$ cat config.mk
export PLATFORM = sky130hd
export DESIGN_NAME = rsa_uart_block_rx
export DESIGN_NICKNAME = d
export VERILOG_FILES = /design/src/rtl/rsa_uart_block_rx.sv
export SDC_FILE = /design/constraint.sdc
export NUM_CORES = 1
export LEC_CHECK = 0
export CAP_MARGIN = 20
export CORE_UTILIZATION = 55
export CTS_BUF_LIST = sky130_fd_sc_hd__clkbuf_16
export DETAILED_ROUTE_END_ITERATION = 7
export GPL_TIMING_DRIVEN = 1
export PLACE_DENSITY = 0.83
export RECOVER_POWER = 50
export SYNTH_ARGS = -nofsm -noshare
export SYNTH_HDL_FRONTEND = slang
export SYNTH_SLANG_ARGS = --single-unit
$ cat constraint.sdc
create_clock -name clk -period 2.5 [get_ports clk]
set_input_delay 0.375 -clock clk [delete_from_list [all_inputs] [get_ports clk]]
set_output_delay 0.375 -clock clk [all_outputs]
set_load 0.01 [all_outputs]
$ cat src/rtl/rsa_uart_block_rx.sv
// UART 8N1 receiver that packs BLOCK_BYTES ciphertext bytes into one block
// (first byte in the MSBs) and hands it to the RSA decrypt path over valid/ready.
module rsa_uart_block_rx #(
  parameter int CLKS_PER_BIT = 434,
  parameter int BLOCK_BYTES  = 16,
  parameter int TIMEOUT_CLKS = 20 * CLKS_PER_BIT
) (
  input  logic                     clk,
  input  logic                     reset,
  input  logic                     rx,
  output logic [8*BLOCK_BYTES-1:0] block_data,
  output logic                     block_valid,
  input  logic                     block_ready,
  output logic                     framing_err,
  output logic                     timeout_err,
  output logic                     overrun_err
);

  localparam int BLOCK_W  = 8 * BLOCK_BYTES;
  localparam int PART_W   = BLOCK_W - 8;
  localparam int HALF_BIT = CLKS_PER_BIT / 2;
  localparam int BAUD_W   = $clog2(CLKS_PER_BIT);
  localparam int CNT_W    = (BLOCK_BYTES > 1) ? $clog2(BLOCK_BYTES) : 1;
  localparam int TO_W     = $clog2(TIMEOUT_CLKS + 1);

  localparam logic [BAUD_W-1:0] HALF_LAST = BAUD_W'(HALF_BIT - 1);
  localparam logic [BAUD_W-1:0] BIT_LAST  = BAUD_W'(CLKS_PER_BIT - 1);
  localparam logic [CNT_W-1:0]  CNT_LAST  = CNT_W'(BLOCK_BYTES - 1);
  localparam logic [TO_W-1:0]   TO_LAST   = TO_W'(TIMEOUT_CLKS - 1);

  typedef enum logic [2:0] {
    IDLE,
    START,
    DATA,
    STOP,
    BREAK
  } rx_state_t;

  rx_state_t          state;
  logic               rx_meta;
  logic               rx_s;
  logic [BAUD_W-1:0]  baud_cnt;
  logic [2:0]         bit_cnt;
  logic [7:0]         rx_byte;
  logic               byte_ok;

  logic [PART_W-1:0]  partial;
  logic [CNT_W-1:0]   byte_cnt;
  logic [TO_W-1:0]    to_cnt;
  logic [BLOCK_W-1:0] block_next;
  logic               block_done;
  logic               to_run;

  always_ff @(posedge clk or negedge reset) begin
    if (!reset) begin
      rx_meta <= 1'b1;
      rx_s    <= 1'b1;
    end else begin
      rx_meta <= rx;
      rx_s    <= rx_meta;
    end
  end

  // Bit-level receiver; byte_ok and framing_err are single-cycle strobes.
  always_ff @(posedge clk or negedge reset) begin
    if (!reset) begin
      state       <= IDLE;
      baud_cnt    <= '0;
      bit_cnt     <= '0;
      rx_byte     <= '0;
      byte_ok     <= 1'b0;
      framing_err <= 1'b0;
    end else begin
      byte_ok     <= 1'b0;
      framing_err <= 1'b0;
      case (state)
        IDLE: begin
          if (!rx_s) begin
            state    <= START;
            baud_cnt <= '0;
          end
        end
        START: begin
          if (baud_cnt == HALF_LAST) begin
            baud_cnt <= '0;
            bit_cnt  <= '0;
            state    <= rx_s ? IDLE : DATA;
          end else begin
            baud_cnt <= baud_cnt + 1'b1;
          end
        end
        DATA: begin
          if (baud_cnt == BIT_LAST) begin
            baud_cnt <= '0;
            rx_byte  <= {rx_s, rx_byte[7:1]};
            if (bit_cnt == 3'd7) begin
              state <= STOP;
            end else begin
              bit_cnt <= bit_cnt + 1'b1;
            end
          end else begin
            baud_cnt <= baud_cnt + 1'b1;
          end
        end
        STOP: begin
          if (baud_cnt == BIT_LAST) begin
            baud_cnt <= '0;
            if (rx_s) begin
              byte_ok <= 1'b1;
              state   <= IDLE;
            end else begin
              framing_err <= 1'b1;
              state       <= BREAK;
            end
          end else begin
            baud_cnt <= baud_cnt + 1'b1;
          end
        end
        // A stuck-low line must go high before another start bit is honoured.
        BREAK: begin
          if (rx_s) begin
            state <= IDLE;
          end
        end
        default: state <= IDLE;
      endcase
    end
  end

  assign block_next = {partial, rx_byte};
  assign block_done = byte_ok && (byte_cnt == CNT_LAST);
  assign to_run     = (state == IDLE) && rx_s && (byte_cnt != '0);

  // Block assembly, inter-byte timeout and output handoff.
  always_ff @(posedge clk or negedge reset) begin
    if (!reset) begin
      partial     <= '0;
      byte_cnt    <= '0;
      to_cnt      <= '0;
      block_data  <= '0;
      block_valid <= 1'b0;
      timeout_err <= 1'b0;
      overrun_err <= 1'b0;
    end else begin
      timeout_err <= 1'b0;
      overrun_err <= 1'b0;

      if (framing_err) begin
        byte_cnt <= '0;
      end else if (byte_ok) begin
        partial  <= block_next[PART_W-1:0];
        byte_cnt <= block_done ? '0 : byte_cnt + 1'b1;
      end else if (to_run && (to_cnt == TO_LAST)) begin
        byte_cnt    <= '0;
        timeout_err <= 1'b1;
      end

      if (to_run && (to_cnt != TO_LAST)) begin
        to_cnt <= to_cnt + 1'b1;
      end else begin
        to_cnt <= '0;
      end

      // A completing block may replace one that is being consumed this same edge.
      if (block_done) begin
        if (!block_valid || block_ready) begin
          block_data  <= block_next;
          block_valid <= 1'b1;
        end else begin
          overrun_err <= 1'b1;
        end
      end else if (block_valid && block_ready) begin
        block_valid <= 1'b0;
      end
    end
  end

  assert property (@(posedge clk) disable iff (!reset)
    $onehot0({framing_err, timeout_err, overrun_err}));
  assert property (@(posedge clk) disable iff (!reset)
    (block_valid && !block_ready) |=> $stable(block_data));

endmodule

## Yosys cells after proc, flatten, opt, wreduce, memory -nomap -nowiden

Index checks and enable logic that the tools add are counted.

| word-level totals | value |
|---|---|
| logic and storage cells | 96 |
| input port bits | 4 |
| output and inout bits | 132 |
| register bits | 296 |

| cells by class | value |
|---|---|
| bitwise operators | 1 |
| reductions and logical operators | 22 |
| multiplexer cells | 36 |
| add/sub/neg operators | 4 |
| equal/unequal tests | 18 |

Operators with widths:

| operator | number |
|---|---|
| $mux W3 | 10 |
| $mux W9 | 3 |
| $pmux W9 S3 | 1 |
| $mux W4 | 4 |
| $pmux W3 S5 | 1 |
| $add A14 B1 Y14 const B | 1 |
| $eq A14 B14 Y1 const B | 1 |
| $mux W1 | 14 |
| $mux W14 | 1 |
| $ne A14 B14 Y1 const B | 1 |
| $ne A2 B2 Y1 const B | 7 |
| $reduce_and A2 Y1 | 5 |
| $add A9 B1 Y9 const B | 1 |
| $eq A9 B8 Y1 const B | 1 |
| $eq A9 B9 Y1 const B | 1 |
| $eq A3 B2 Y1 const B | 2 |
| $eq A3 B3 Y1 const B | 2 |
| $logic_and A1 B1 Y1 | 6 |
| $pmux W3 S2 | 1 |
| $reduce_and A6 Y1 | 1 |
| $reduce_bool A3 Y1 | 2 |
| $add A4 B1 Y4 const B | 1 |
| $eq A4 B4 Y1 const B | 1 |
| $reduce_and A4 Y1 | 1 |
| other kinds (11) | 12 |

## Logic depth before layout (Yosys ltp)

| logic depth | value |
|---|---|
| depth in word-level cells | 7 |
| gate-level depth with buffers | 7 |
| mapped depth without buffers | 6 |

## Least setup slack after synthesis

No wires, ideal clock.

| timing path | value |
|---|---|
| kind | register -> register |
| start point | reg to_cnt[10] |
| end point | reg to_cnt[10] |
| cell stages (with the launch flop) | 6 |
| arrival time | 1.693 ns |
| library setup time | 0.119 ns |
| clock period less this slack | 1.812 ns |
| slack | 0.688 ns |
| required time | 2.381 ns |
| buffers on the path | 1 |
| path through | dfrtp_1 -> or4b_1 -> or4_4 -> nand2b_4 -> buf_8 -> nor2_1 |

| between the ends | value |
|---|---|
| longest elaborated chain between the ends | 3 |
| elaborated cells between the ends (all ways) | 4 |
| classes of those cells | 1 x add/sub; 1 x eq/ne; 1 x mux; 1 x reduce/logical |

Ends and longest elaborated chain:

| what | RTL line | RTL |
|---|---|---|
| start, declared | 49 | `logic [TO_W-1:0] to_cnt;` |
| start signal, assigned | 159 | `to_cnt <= to_cnt + 1'b1;` |
| branches (longest 2 deep; another with $add A14 B1 Y14) | n/a |  |
| $mux W14 * | 158 | `if (to_run && (to_cnt != TO_LAST)) begin` |

Mark *: on every way between the ends.
A chain may end at the register's enable or synchronous reset.

## Final worst setup path

| timing path | value |
|---|---|
| start point | reg byte_ok |
| end point | reg partial[44] |

| between the ends | value |
|---|---|
| longest elaborated chain between the ends | 1 |

Ends and longest elaborated chain:

| what | RTL line | RTL |
|---|---|---|
| start, declared | 45 | `logic byte_ok;` |
| start signal, assigned | 71 | `byte_ok <= 1'b0;` |
| start signal, assigned | 74 | `byte_ok <= 1'b0;` |
| start signal, assigned | 109 | `byte_ok <= 1'b1;` |
| $reduce_and A2 Y1 (no line) | n/a |  |
| end signal, assigned | 151 | `partial <= block_next[PART_W-1:0];` |
| end, declared | 47 | `logic [PART_W-1:0] partial;` |

No other way between the ends.

==> results.md <==
- Outcome: finished, violations left
- Failing checks: capacitance limit, slew limit
- H-tree depth: 1
- Final Worst Setup Slack: 0.301 ns
- IO buf count: ~140
- CP peak stage delay: roughly 0.80 ns
- Yosys top cell by area: dfrtp_1
- Die width: 147 µm
- Mapped Area: 11600 µm²
- Routed Antenna Nets: 0
- Period Utilization, post-route: 87.9%
- Vias: 6609
- Post_cts resized: 0
- Syn Area/Cell: 15.1 µm²
- Slew Viols, Final: 55
- Final Util: between 70% and 80%
- Clk_skew: 0.0187 ns
- Hold Path Class: flop to flop
- CP Launch Type: flop
- Max IR drop VDD: 610 µV
- Initial antenna violation count: 0
- Max cap viols: 1
- Critical Path RT: 2.91 ns
- Crit Path Class: flop to flop
- Core area: about 20000 µm²
- First-pass GRT wire length: 36.5 mm
- R2r setup slk: 0.30 ns
- DRC Markers: 0
- Hpwl dp: 14.0 mm
- Final cell count without fillers: 1210
- Sequential fraction of the synthesis area: 64.0%
- RSZ-0062 raised after global routing: no
- Ys flop type: dfrtp_1
- Area taken by multi-input logic gates: 3970 µm²
- Total global routing track utilization: between 20% and 30%
- Die Y: about 150 µm
- Min cycle time layout: 2.20 ns
- EDFF count, synth: 0
- Total CTS buffers: 29
- I/O pins: 136
- FP Rows: 52
- Share of layout cells above drive strength 1: 35.1%
- Hold Slack: between 0.3 and 0.4 ns
- Worst-path fanout max: 36
- Asr flop ratio synth: 100%
- Post-CTS setup buffers: 0
- FF-to-FF Start: byte_ok
- Power Dens Cells: 668 nW/µm²
- Post-synthesis net count: 780
- Global route overflow: 0
- Arrival time worst endpoint: 2.61 ns
- Most common cell after layout, fill and taps aside: dfrtp_1
- Post-synth top area share: between 60% and 70%
- Ant diodes: 0
- LEAKAGE: 6.90 nW
- Worst Setup SP: byte_ok
- Cells after synthesis: around 770
- Buf/Inv on CP: 1
- Most frequent cells in the layout: dfrtp_1, mux2_2, clkdlybuf4s50_1
- CTS tree: built
- Storage element area: about 7400 µm²
- Max Fclk: 0.455 GHz
- Kind of cell adding the most delay to the critical path: buffers and inverters
- Syn. warnings: 0
- Worst skew pair latency: 0.54 ns
- Wirelength, routed: 21.9 mm
- Fin. Hold Viols: 0
- NumNets Final: 930
- Via-to-Cell Ratio: 5.46
- Synth cell types: 49
- Hold_sp: rx_meta
- Clk slew on worst S/H paths: ~0.060 ns
- Largest net degree at the start of global routing: 70
- Setup TNS after final layout: 0 ns
- Worst-margin pin slew: 1.56 ns
- Drt first pass iters: 4
- Hold_buf cts: 1
- CTS Root Cell: clkbuf_16
- DP Worst Slack: 0.361 ns
- Routed len/inst: around 18 µm
- Vias in the first global route: between 6000 and 7000
- Critical path's slowest cell: clkbuf_2
- Initial Util: 56.7%
- CTS Sinks: slightly below 300
- Top cells by area, synth: dfrtp_1, mux2_2, buf_2, ha_1, nor2_1
- DIE AREA: 21600 µm²
- Fill cell count: ~1400
- DRT iter0 DRCs: 293
- DP Cell Count: 1156
- Crit path capture type: flop
- Gpl congestion: about 0.83
- Yosys reg bits: around 300
- Clk buf depth: 3
- Area grow syn2layout: 24.3%
- Critical-path cell list: nor2b_4 > clkbuf_2 > mux2_2
- Rel. slew slack: -3.68%
- Setup-failing EPs final: 0
==> area by class of cell <==
class	count	area share, %
clock buffer	29	5.04
clock inverter	24	2.22
multi-input combinational	424	27.6
inverter	13	0.339
tap	270	2.35
timing repair buffer	154	11.0
sequential	296	51.5
==> cells by family after synthesis <==
family	share of synthesized area, %
flops	64.0
mux	25.0
simple gates	5.16
buf+inv	1.89
compound gates	2.24
xor+xnor	0.907
fa+ha+maj	0.864
==> per-layer routing <==
metal	global-route usage, %	share of wire, %	vias up
li1	-	-	3027
met3	3.85	4.6	33
met5	0	0	-
met2	35.0	49	144
met1	28.7	45	3405
met4	4.79	1.7	0
==> stage by stage <==
step | power [mW] | area [µm²]
after global placement | 5.00 | 13400
after floorplan | 4.88 | 11600
after detailed placement | 5.00 | 13400
after CTS | 9.73 | 14500
after global routing | 9.92 | 14400
final | 9.62 | 14400
==> worst register-to-register path: stages, from the launching register on <==
cell and delay [ns]:
dfrtp_1 0.43, nor2b_4 0.40, clkbuf_2 0.80, mux2_2 0.46
==> synthesized netlist by cell type, drive strengths merged (2+ instances only) <==
master  number
a21oi        7
a22o         2
buf         23
clkbuf      12
dfrtp      294
dfstp        2
ha           8
inv         13
mux2       257
nand2       21
nand2b       6
nand3        8
nand4        7
nor2        24
nor2b        7
nor3         6
nor3b        2
nor4        10
o211ai       5
o21ai       14
o22ai        3
or2          2
or3          3
xnor2        8
xor2         4
==> sequential cells by signal (all words and copies together) (netlist names) <==
name,flops
byte_ok,1
baud_cnt,9
block_data,128
overrun_err,1
timeout_err,1
rx_meta,1
rx_byte,8
bit_cnt,3
to_cnt,14
framing_err,1
state,3
partial,120
byte_cnt,4
rx_s,1
block_valid,1
==> report_power, final <==
part	switching, mW	leakage (nW)	internal, mW
sequential	0.00171	4.12	4.79
clock	1.78	0.520	2.93
combinational	0.0923	2.27	0.0161
==> path summary, 6_finish.rpt <==
path / to / depth (start not counted)
max: partial[44] / 3
min: rx_s / 0
max in group asynchronous: block_data[77] / 3
max reg2reg: partial[44] / 3
min in group asynchronous: block_data[125] / 2
min reg2reg: rx_s / 0
Power figures use the tool's default switching activity.
